<file path="config.mk">
export PLATFORM = sky130hd
export DESIGN_NAME = result_display
export DESIGN_NICKNAME = d
export VERILOG_FILES = /design/src/rtl/result_display.sv
export SDC_FILE = /design/constraint.sdc
export NUM_CORES = 1
export LEC_CHECK = 0
export ABC_AREA = 1
export BUFFER_PORTS_ARGS = -buffer_cell sky130_fd_sc_hd__buf_4
export CAP_MARGIN = 20
export CORE_ASPECT_RATIO = 1.5
export CORE_MARGIN = 4
export CORE_UTILIZATION = 46
export CTS_CLUSTER_DIAMETER = 60
export DETAILED_ROUTE_END_ITERATION = 8
export PLACE_DENSITY = 0.63
export RECOVER_POWER = 100
export SYNTH_ARGS = -nofsm -noshare
export SYNTH_HDL_FRONTEND = slang
export SYNTH_SLANG_ARGS = --single-unit
</file>
<file path="constraint.sdc">
create_clock -name clk -period 2.05 [get_ports clk]
set_clock_uncertainty 0.15 [all_clocks]
set_input_delay 0.1025 -clock clk [delete_from_list [all_inputs] [get_ports clk]]
set_output_delay 0.1025 -clock clk [all_outputs]
set_load 0.01 [all_outputs]
</file>
<file path="src/rtl/result_display.sv">
// Latches a signed-magnitude result plus status flags and scans it onto a
// 4-digit common-anode seven-segment display, blinking "Err" on divide-by-zero.
module result_display #(
   parameter int REFRESH_DIV = 50000,
   parameter int BLINK_DIV   = 25000000
) (
   input  logic       clk,
   input  logic       rst,
   input  logic       load,
   input  logic [4:0] result_in,
   input  logic       divbyzero_in,
   input  logic       zero_in,
   output logic [6:0] seg,
   output logic [3:0] an,
   output logic       err_active
);

   localparam int RW = $clog2(REFRESH_DIV);
   localparam int BW = $clog2(BLINK_DIV);
   localparam logic [RW-1:0] REF_MAX   = RW'(REFRESH_DIV - 1);
   localparam logic [BW-1:0] BLINK_MAX = BW'(BLINK_DIV - 1);

   localparam logic [6:0] SEG_0     = 7'b1000000;
   localparam logic [6:0] SEG_1     = 7'b1111001;
   localparam logic [6:0] SEG_2     = 7'b0100100;
   localparam logic [6:0] SEG_3     = 7'b0110000;
   localparam logic [6:0] SEG_MINUS = 7'b0111111;
   localparam logic [6:0] SEG_E     = 7'b0000110;
   localparam logic [6:0] SEG_R     = 7'b0101111;
   localparam logic [6:0] SEG_BLANK = 7'b1111111;

   logic          sign_q, sign_d;
   logic [1:0]    mag_q, mag_d;
   logic          err_q, err_d;
   logic          zero_q, zero_d;
   logic [1:0]    idx_q, idx_d;
   logic [RW-1:0] ref_cnt_q, ref_cnt_d;
   logic [BW-1:0] blink_cnt_q, blink_cnt_d;
   logic          phase_q, phase_d;
   logic [6:0]    seg_q, seg_d;
   logic [3:0]    an_q, an_d;
   logic          show_minus;
   logic [6:0]    mag_seg;

   // Bits 3:2 of the result carry no meaning for this display.
   logic unused_result_bits;
   assign unused_result_bits = ^result_in[3:2];

   always_comb begin
      sign_d      = sign_q;
      mag_d       = mag_q;
      err_d       = err_q;
      zero_d      = zero_q;
      idx_d       = idx_q;
      ref_cnt_d   = ref_cnt_q + 1'b1;
      blink_cnt_d = blink_cnt_q + 1'b1;
      phase_d     = phase_q;

      if (load) begin
         sign_d = result_in[4];
         mag_d  = result_in[1:0];
         err_d  = divbyzero_in;
         zero_d = zero_in;
      end

      // The scan free-runs; a load never disturbs the digit position.
      if (ref_cnt_q == REF_MAX) begin
         ref_cnt_d = '0;
         idx_d     = idx_q + 2'd1;
      end

      // Any load restarts the blink visible, so a fresh error shows at once.
      if (load || !err_q) begin
         blink_cnt_d = '0;
         phase_d     = 1'b1;
      end else if (blink_cnt_q == BLINK_MAX) begin
         blink_cnt_d = '0;
         phase_d     = ~phase_q;
      end

      case (mag_q)
         2'd0:    mag_seg = SEG_0;
         2'd1:    mag_seg = SEG_1;
         2'd2:    mag_seg = SEG_2;
         default: mag_seg = SEG_3;
      endcase

      // Negative zero is shown as a plain "0".
      show_minus = sign_q && (mag_q != 2'd0) && !zero_q;

      case (idx_q)
         2'd3:    seg_d = err_q ? SEG_E : (show_minus ? SEG_MINUS : SEG_BLANK);
         2'd2:    seg_d = err_q ? SEG_R : SEG_BLANK;
         2'd1:    seg_d = err_q ? SEG_R : SEG_BLANK;
         default: seg_d = err_q ? SEG_BLANK : mag_seg;
      endcase

      an_d = phase_q ? ~(4'b0001 << idx_q) : 4'hF;
   end

   always_ff @(posedge clk) begin
      if (rst) begin
         sign_q      <= 1'b0;
         mag_q       <= 2'd0;
         err_q       <= 1'b0;
         zero_q      <= 1'b1;
         idx_q       <= 2'd0;
         ref_cnt_q   <= '0;
         blink_cnt_q <= '0;
         phase_q     <= 1'b1;
         seg_q       <= 7'h7F;
         an_q        <= 4'hF;
      end else begin
         sign_q      <= sign_d;
         mag_q       <= mag_d;
         err_q       <= err_d;
         zero_q      <= zero_d;
         idx_q       <= idx_d;
         ref_cnt_q   <= ref_cnt_d;
         blink_cnt_q <= blink_cnt_d;
         phase_q     <= phase_d;
         seg_q       <= seg_d;
         an_q        <= an_d;
      end
   end

   assign seg        = seg_q;
   assign an         = an_q;
   assign err_active = err_q;

endmodule

</file>
==> flow_metrics.py, run 1 <==
metrics = {
    "sta": {
        "fin_crit_ns": 1.80,
        "relSlewSlack": 0.711,
        "worst_pin_slew_ns": 0.430,
        "tns_ns": 0,
        "fmax_ghz": 0.556,
        "hold_viol": 0,
        "rsz0062_at_grt": "false",
        "slew_viol_final": 0,
        "final-setup-viol-count": 0,
        "setup_ws_ns": 0.251,
        "timing.final.crit_share": 0.878,
    },
    "placement": {
        "portBuffers": 19,
        "placed_area_mm2": 0.00304,
        "dpl.hpwl_um": 4500,
        "place_congestion": 0.790,
        "dp_slack_ns": 0.277,
    },
    "min_path": {
        "min-delay-path-class": "input port to flop",
        "hold_path.startpoint": "load",
    },
    "die": {
        "start_util": 0.480,
        "die_w_um": 71.9,
        "num_io_pins": 22,
        "die_h_um": 104,
        "core.rowCount": 34,
        "coreArea_mm2": 0.00587,
        "die_area_mm2": 0.00747,
    },
    "clocking": {
        "cts_root_buffer": "clkbuf_8",
        "worstSkewPairLatency_ns": 0.34,
        "cts_buffers": 9,
        "cts.sinks": 59,
        "h-tree-depth": 3,
        "cts.reportedPaths.clkPinSlew_ns": 0.06,
        "cts_tree": "done",
        "clockBufferDepth": 2,
    },
    "power": {
        "ir_drop_uv": 614,
        "powerDensity_mw_per_mm2": 714,
        "power.leakage_nw": 1.15,
    },
    "critical_path": {
        "critPathTopFamily": "buffers and inverters",
        "cp-end-kind": "flop",
        "critPathRequiredTime_ns": 2.18,
        "crit_slowest_cell": "dlygate4sd3_1",
        "worstSetupStartpoint": "rst",
        "cp_common_cell": "dlygate4sd3_1",
        "worstPathArrival_ns": 1.93,
        "critPathKind": "input port to flop",
        "max_stage_delay_ns": 0.55,
        "crit_chain": "dlygate4sd3_1 -> buf_4 -> inv_1 -> o21ai_0 -> a21oi_1 -> dlygate4sd3_1",
        "crit_fanout": 9,
        "path_buf_inv": 4,
        "worstReg2RegStart": "ref_cnt_q[0]",
        "cp-start-kind": "input port",
    },
    "layout": {
        "diodes": 0,
        "seqCellArea_mm2": 0.00118,
        "nNetsFinal": 465,
        "layout_common_cells": "nand2_1, nor2_1, dfxtp_1",
        "multi_input_area_mm2": 0.00139,
        "fill_cells": 592,
        "design_area_mm2": 0.00330,
        "post-route-util": 0.562,
        "final_common_cell": "nand2_1",
        "area_growth_pct": 17.2,
        "drive_above_1_share": 0.0662,
    },
    "global_routing": {
        "grt_max_degree": 26,
        "grt_usage": 0.183,
        "antenna_found_initial": 0,
        "overflow": 0,
        "first_global_vias": 2563,
        "grt_pass1_wl_um": 10800,
    },
    "detailed_routing": {
        "drt_iter0_drc": 135,
        "vias": 2622,
        "ant_nets": 0,
        "viasPerCell": 4.99,
        "wl_um": 6250,
        "drc": 0,
        "drt_pre_antenna_iters": 4,
        "routedWlPerCell_um": 11.9,
    },
    "status": {
        "status": "finished, final reports clean",
    },
    "synth": {
        "seq_area_frac_synth": 0.419,
        "synth-seq-cells": 59,
        "syn_inst": 408,
        "syn_area_mm2": 0.00282,
        "ys_types": 25,
        "yosysWarnings": 0,
        "synth_area_per_cell_um2": 6.91,
        "synth_nets": 425,
    },
    "job": {
        "drv_cap": 0,
    },
}
layer usage:
metal  global-route usage  vias up  part of all wire
li1                     -     1374                 -
met1                0.184     1188              0.40
met2                0.333       43              0.54
met3               0.0513       17             0.030
met4               0.0914        0             0.028
met5                    0        -                 0
sequential cells by signal, summed over array words and instances, names as in the netlist:
name / count
err_active: 1
zero_q: 1
mag_q: 2
idx_q: 2
blink_cnt_q: 25
phase_q: 1
an: 4
ref_cnt_q: 16
sign_q: 1
seg: 6
per-stage QoR:
| stage | total power, mW | cells | hold WS, ns |
|---|---|---|---|
| after detailed placement | 1.30 | 498 | 0.180 |
| after floorplan | 1.26 | 408 | 0.0216 |
| final | 2.36 | 525 | 0.0625 |
| after CTS | 2.41 | 527 | 0.0123 |
| after global placement | 1.30 | 498 | 0.178 |
| after global routing | 2.46 | 525 | 0.0631 |
report_power, final:
group	switching, mW	total [mW]	internal [mW]	leakage, nW
clock network	0.447	1.07	0.626	0.106
registers	0.0119	1.18	1.17	0.479
logic	0.0559	0.103	0.0467	0.566
cell families after synthesis:
logic type,Yosys count,share of synthesized area
flip-flops,59,0.419
XOR/XNOR,11,0.0342
AO/OA/AOI/OAI,45,0.0853
adder cells (fa/ha/maj),7,0.0311
AND/OR/NAND/NOR,228,0.344
buffers and inverters,58,0.0866
layout make-up:
cell class	count	share of cell area
clock buffers	12	0.0470
flip-flops and latches	59	0.358
multi-input cells	291	0.419
repair buffers	33	0.0724
inverters	54	0.0614
clock inverters	4	0.0148
well taps	72	0.0273
synthesized netlist by cell type:
master    count  area [µm²]
a21oi_1      27         135
a22oi_1       1        7.51
a31o_2        1        8.76
buf_4         1        7.51
buf_6         3        33.8
dfxtp_1      59        1180
ha_1          7        87.6
inv_1        54         203
nand2_1     101         379
nand2_2       3        18.8
nand2_4       1        11.3
nand3_1      29         145
nand3b_1      3        22.5
nand4_1       8        50.1
nor2_1       71         267
nor2_2        1        6.26
nor2_4        2        22.5
nor3_1        8        40.0
o211ai_1      1        7.51
o21ai_0      12        60.1
o21bai_1      2        15.0
o22ai_1       1        6.26
or2_2         1        6.26
xnor2_1       4        35.0
xor2_1        7        61.3
path summary, 6_finish.rpt:
kind / to / slack [ns] / cells past startpoint
setup reg to reg: ref_cnt_q[8] / 0.26 / 8
hold reg to reg: blink_cnt_q[0] / 0.30 / 1
hold / removal: phase_q / 0.06 / 4
setup / recovery: mag_q[0] / 0.25 / 6
worst register-to-register path: stages, from the launching register on:
cell and delay, ns:
dfxtp_1 0.41, ha_1 0.20, nand2_1 0.08, nor2_2 0.20
inv_1 0.12, nor2_4 0.13, nand2_1 0.12, nand2_4 0.20
a21oi_1 0.06
repair_timing:
| item | CTS | global route |
|---|---|---|
| gates resized for setup | 0 | 0 |
| hold buffers | 13 | 0 |
| endpoints found under the setup margin | 0 | 2 |
| setup buffers | 0 | 0 |
| endpoints found under the hold margin | 13 | 0 |
No activity file was read; power rests on OpenSTA's default activity.
==> inputs of run 2 (changes only) <==
- CORE_ASPECT_RATIO: 1.5 -> default
==> run 2 against run 1 <==
Sequential power barely moved. Highest routed layer unchanged. Via count fell by 3.2%. Critical path type unchanged. Cell area did not move. Critical path depth did not move. Combinational power barely moved. Largest power group unchanged. Sequential share of layout area did not move. First-iteration DRC count fell by 8.1%. Flip-flop and latch count did not move. Utilization fell by 0.48 points.
==> flow_metrics.py, run 2 (synthesized netlist as in run 1, its figures left out) <==
metrics = {
    "status": {
        "status": "finished, final reports clean",
    },
    "sta": {
        "fin_hold_ws_ns": 0.0265,
        "rsz0062_at_grt": "false",
        "tns_ns": 0,
        "hold_viol": 0,
        "slew_viol_final": 0,
        "final-setup-viol-count": 0,
        "relSlewSlack": 0.724,
        "timing.final.crit_share": 0.971,
        "fmax_ghz": 0.502,
        "worst_pin_slew_ns": 0.411,
        "fin_crit_ns": 1.99,
    },
    "clocking": {
        "cts_setup_buffers": 0,
        "cts.sinks": 59,
        "worstSkewPairLatency_ns": 0.34,
        "h-tree-depth": 3,
        "cts_root_buffer": "clkbuf_8",
        "cts_tree": "done",
        "cts.reportedPaths.clkPinSlew_ns": 0.07,
        "clockBufferDepth": 2,
        "cts_buffers": 9,
    },
    "power": {
        "clockPowerShare": 0.447,
        "comb_power_share": 0.045,
        "powerDensity_mw_per_mm2": 703,
        "sw_frac_of_total": 0.236,
        "total_power_mw": 2.32,
        "seqPwrFrac": 0.509,
        "ir_drop_uv": 398,
        "power_switching_mw": 0.547,
        "power.leakage_nw": 1.15,
        "p_int_mw": 1.77,
    },
    "global_routing": {
        "overflow": 0,
        "antenna_found_initial": 0,
        "grt_usage": 0.177,
        "grt_pass1_wl_um": 10500,
        "grt_max_degree": 26,
        "first_global_vias": 2459,
    },
    "layout": {
        "nNetsFinal": 466,
        "largest_register": "blink_cnt_q",
        "final_common_cell": "nand2_1",
        "drive_above_1_share": 0.0727,
        "layout_common_cells": "nand2_1, nor2_1, dfxtp_1",
        "finalNonFillerCells": 529,
        "fill_cells": 573,
        "area_growth_pct": 17.2,
        "diodes": 0,
        "largest_register_ff_count": 25,
    },
    "die": {
        "num_io_pins": 22,
        "die_w_um": 86.3,
        "die_h_um": 86.3,
        "die_area_mm2": 0.00744,
        "start_util": 0.476,
        "coreArea_mm2": 0.00592,
        "core.rowCount": 28,
    },
    "critical_path": {
        "cp_common_cell": "dlygate4sd3_1",
        "crit_slowest_cell": "dlygate4sd3_1",
        "worstPathArrival_ns": 2.07,
        "cp-end-kind": "flop",
        "crit_fanout": 1,
        "max_stage_delay_ns": 0.55,
        "crit_chain": "dlygate4sd3_1 -> buf_4 -> a21oi_1 -> dlygate4sd3_1 -> o21ai_0 -> dlygate4sd3_1",
        "critPathKind": "input port to flop",
        "cp-start-kind": "input port",
        "critPathRequiredTime_ns": 2.13,
    },
    "detailed_routing": {
        "vias": 2538,
        "drt_iter0_drc": 124,
        "wl_um": 5850,
        "ant_nets": 0,
        "viasPerCell": 4.80,
        "drt_pre_antenna_iters": 4,
        "drc": 0,
        "routedWlPerCell_um": 11.1,
    },
    "min_path": {
        "min-delay-path-class": "input port to flop",
    },
    "placement": {
        "place_congestion": 0.796,
        "dpl.hpwl_um": 4080,
        "portBuffers": 19,
        "dpl.cell_count": 500,
    },
    "job": {
        "drv_cap": 0,
    },
}
run 2: cell types whose count changed in the layout (fill, tap and decap cells not counted), moves of 2 or more:
cell and change:
nand2_1 -3, nand2_2 +3, clkbuf_1 -2, clkbuf_8 -2, clkinvlp_4 +2, dlygate4sd3_1 +2
run 2: final timing paths:
kind | start | to | slack, ns | cells past startpoint
worst max-delay path | zero_in | zero_q | 0.06 | 6
worst min-delay path | load | phase_q | 0.03 | 4
worst max register to register | ref_cnt_q[0] | ref_cnt_q[12] | 0.25 | 8
worst min register to register | blink_cnt_q[0] | blink_cnt_q[0] | 0.30 | 1
run 2: metal layers:
metal,vias up,global-route usage,share of wire
met5,-,0,0
met4,0,0.0935,0.027
met3,15,0.0371,0.029
met2,32,0.291,0.45
met1,1119,0.217,0.49
li1,1372,-,-
run 2: through the flow:
stage	util	instance area (µm²)	worst slack, ns
final	0.558	3300	0.0597
after global routing	0.558	3300	0.00129
after CTS	0.568	3360	0.0879
after detailed placement	0.514	3040	0.286
after global placement	0.514	3040	0.316
after floorplan	-	2820	0.451
run 2: area by class of cell:
type                    instances  area (µm²)  share of cell area
clock buffers                   9         124              0.0375
clock inverters                 7        68.8              0.0208
well taps                      75        93.8              0.0284
inverters                      54         203              0.0614
flip-flops and latches         59        1180               0.358
multi-input cells             291        1390               0.419
repair buffers                 34         246              0.0746
run 2: power by group through the flow:
stage / clock network, mW / logic [mW] / registers, mW
detailed placement: 0 / 0.0912 / 1.21
global route: 1.11 / 0.116 / 1.18
floorplan: 0 / 0.0461 / 1.21
finish: 1.04 / 0.103 / 1.18
global placement: 0 / 0.0910 / 1.21
CTS: 1.06 / 0.112 / 1.18
run 2: worst max-delay path: cells and delay by family:
family | cells | cell delay [ns]
buffers and inverters | 4 | 1.78
AOI/OAI and AO/OA | 2 | 0.18
run 2: timing repair:
action                     CTS  global route
hold endpoints to repair    13             0
setup endpoints to repair    0             0
hold buffers                13             0
gates resized for setup      0             0
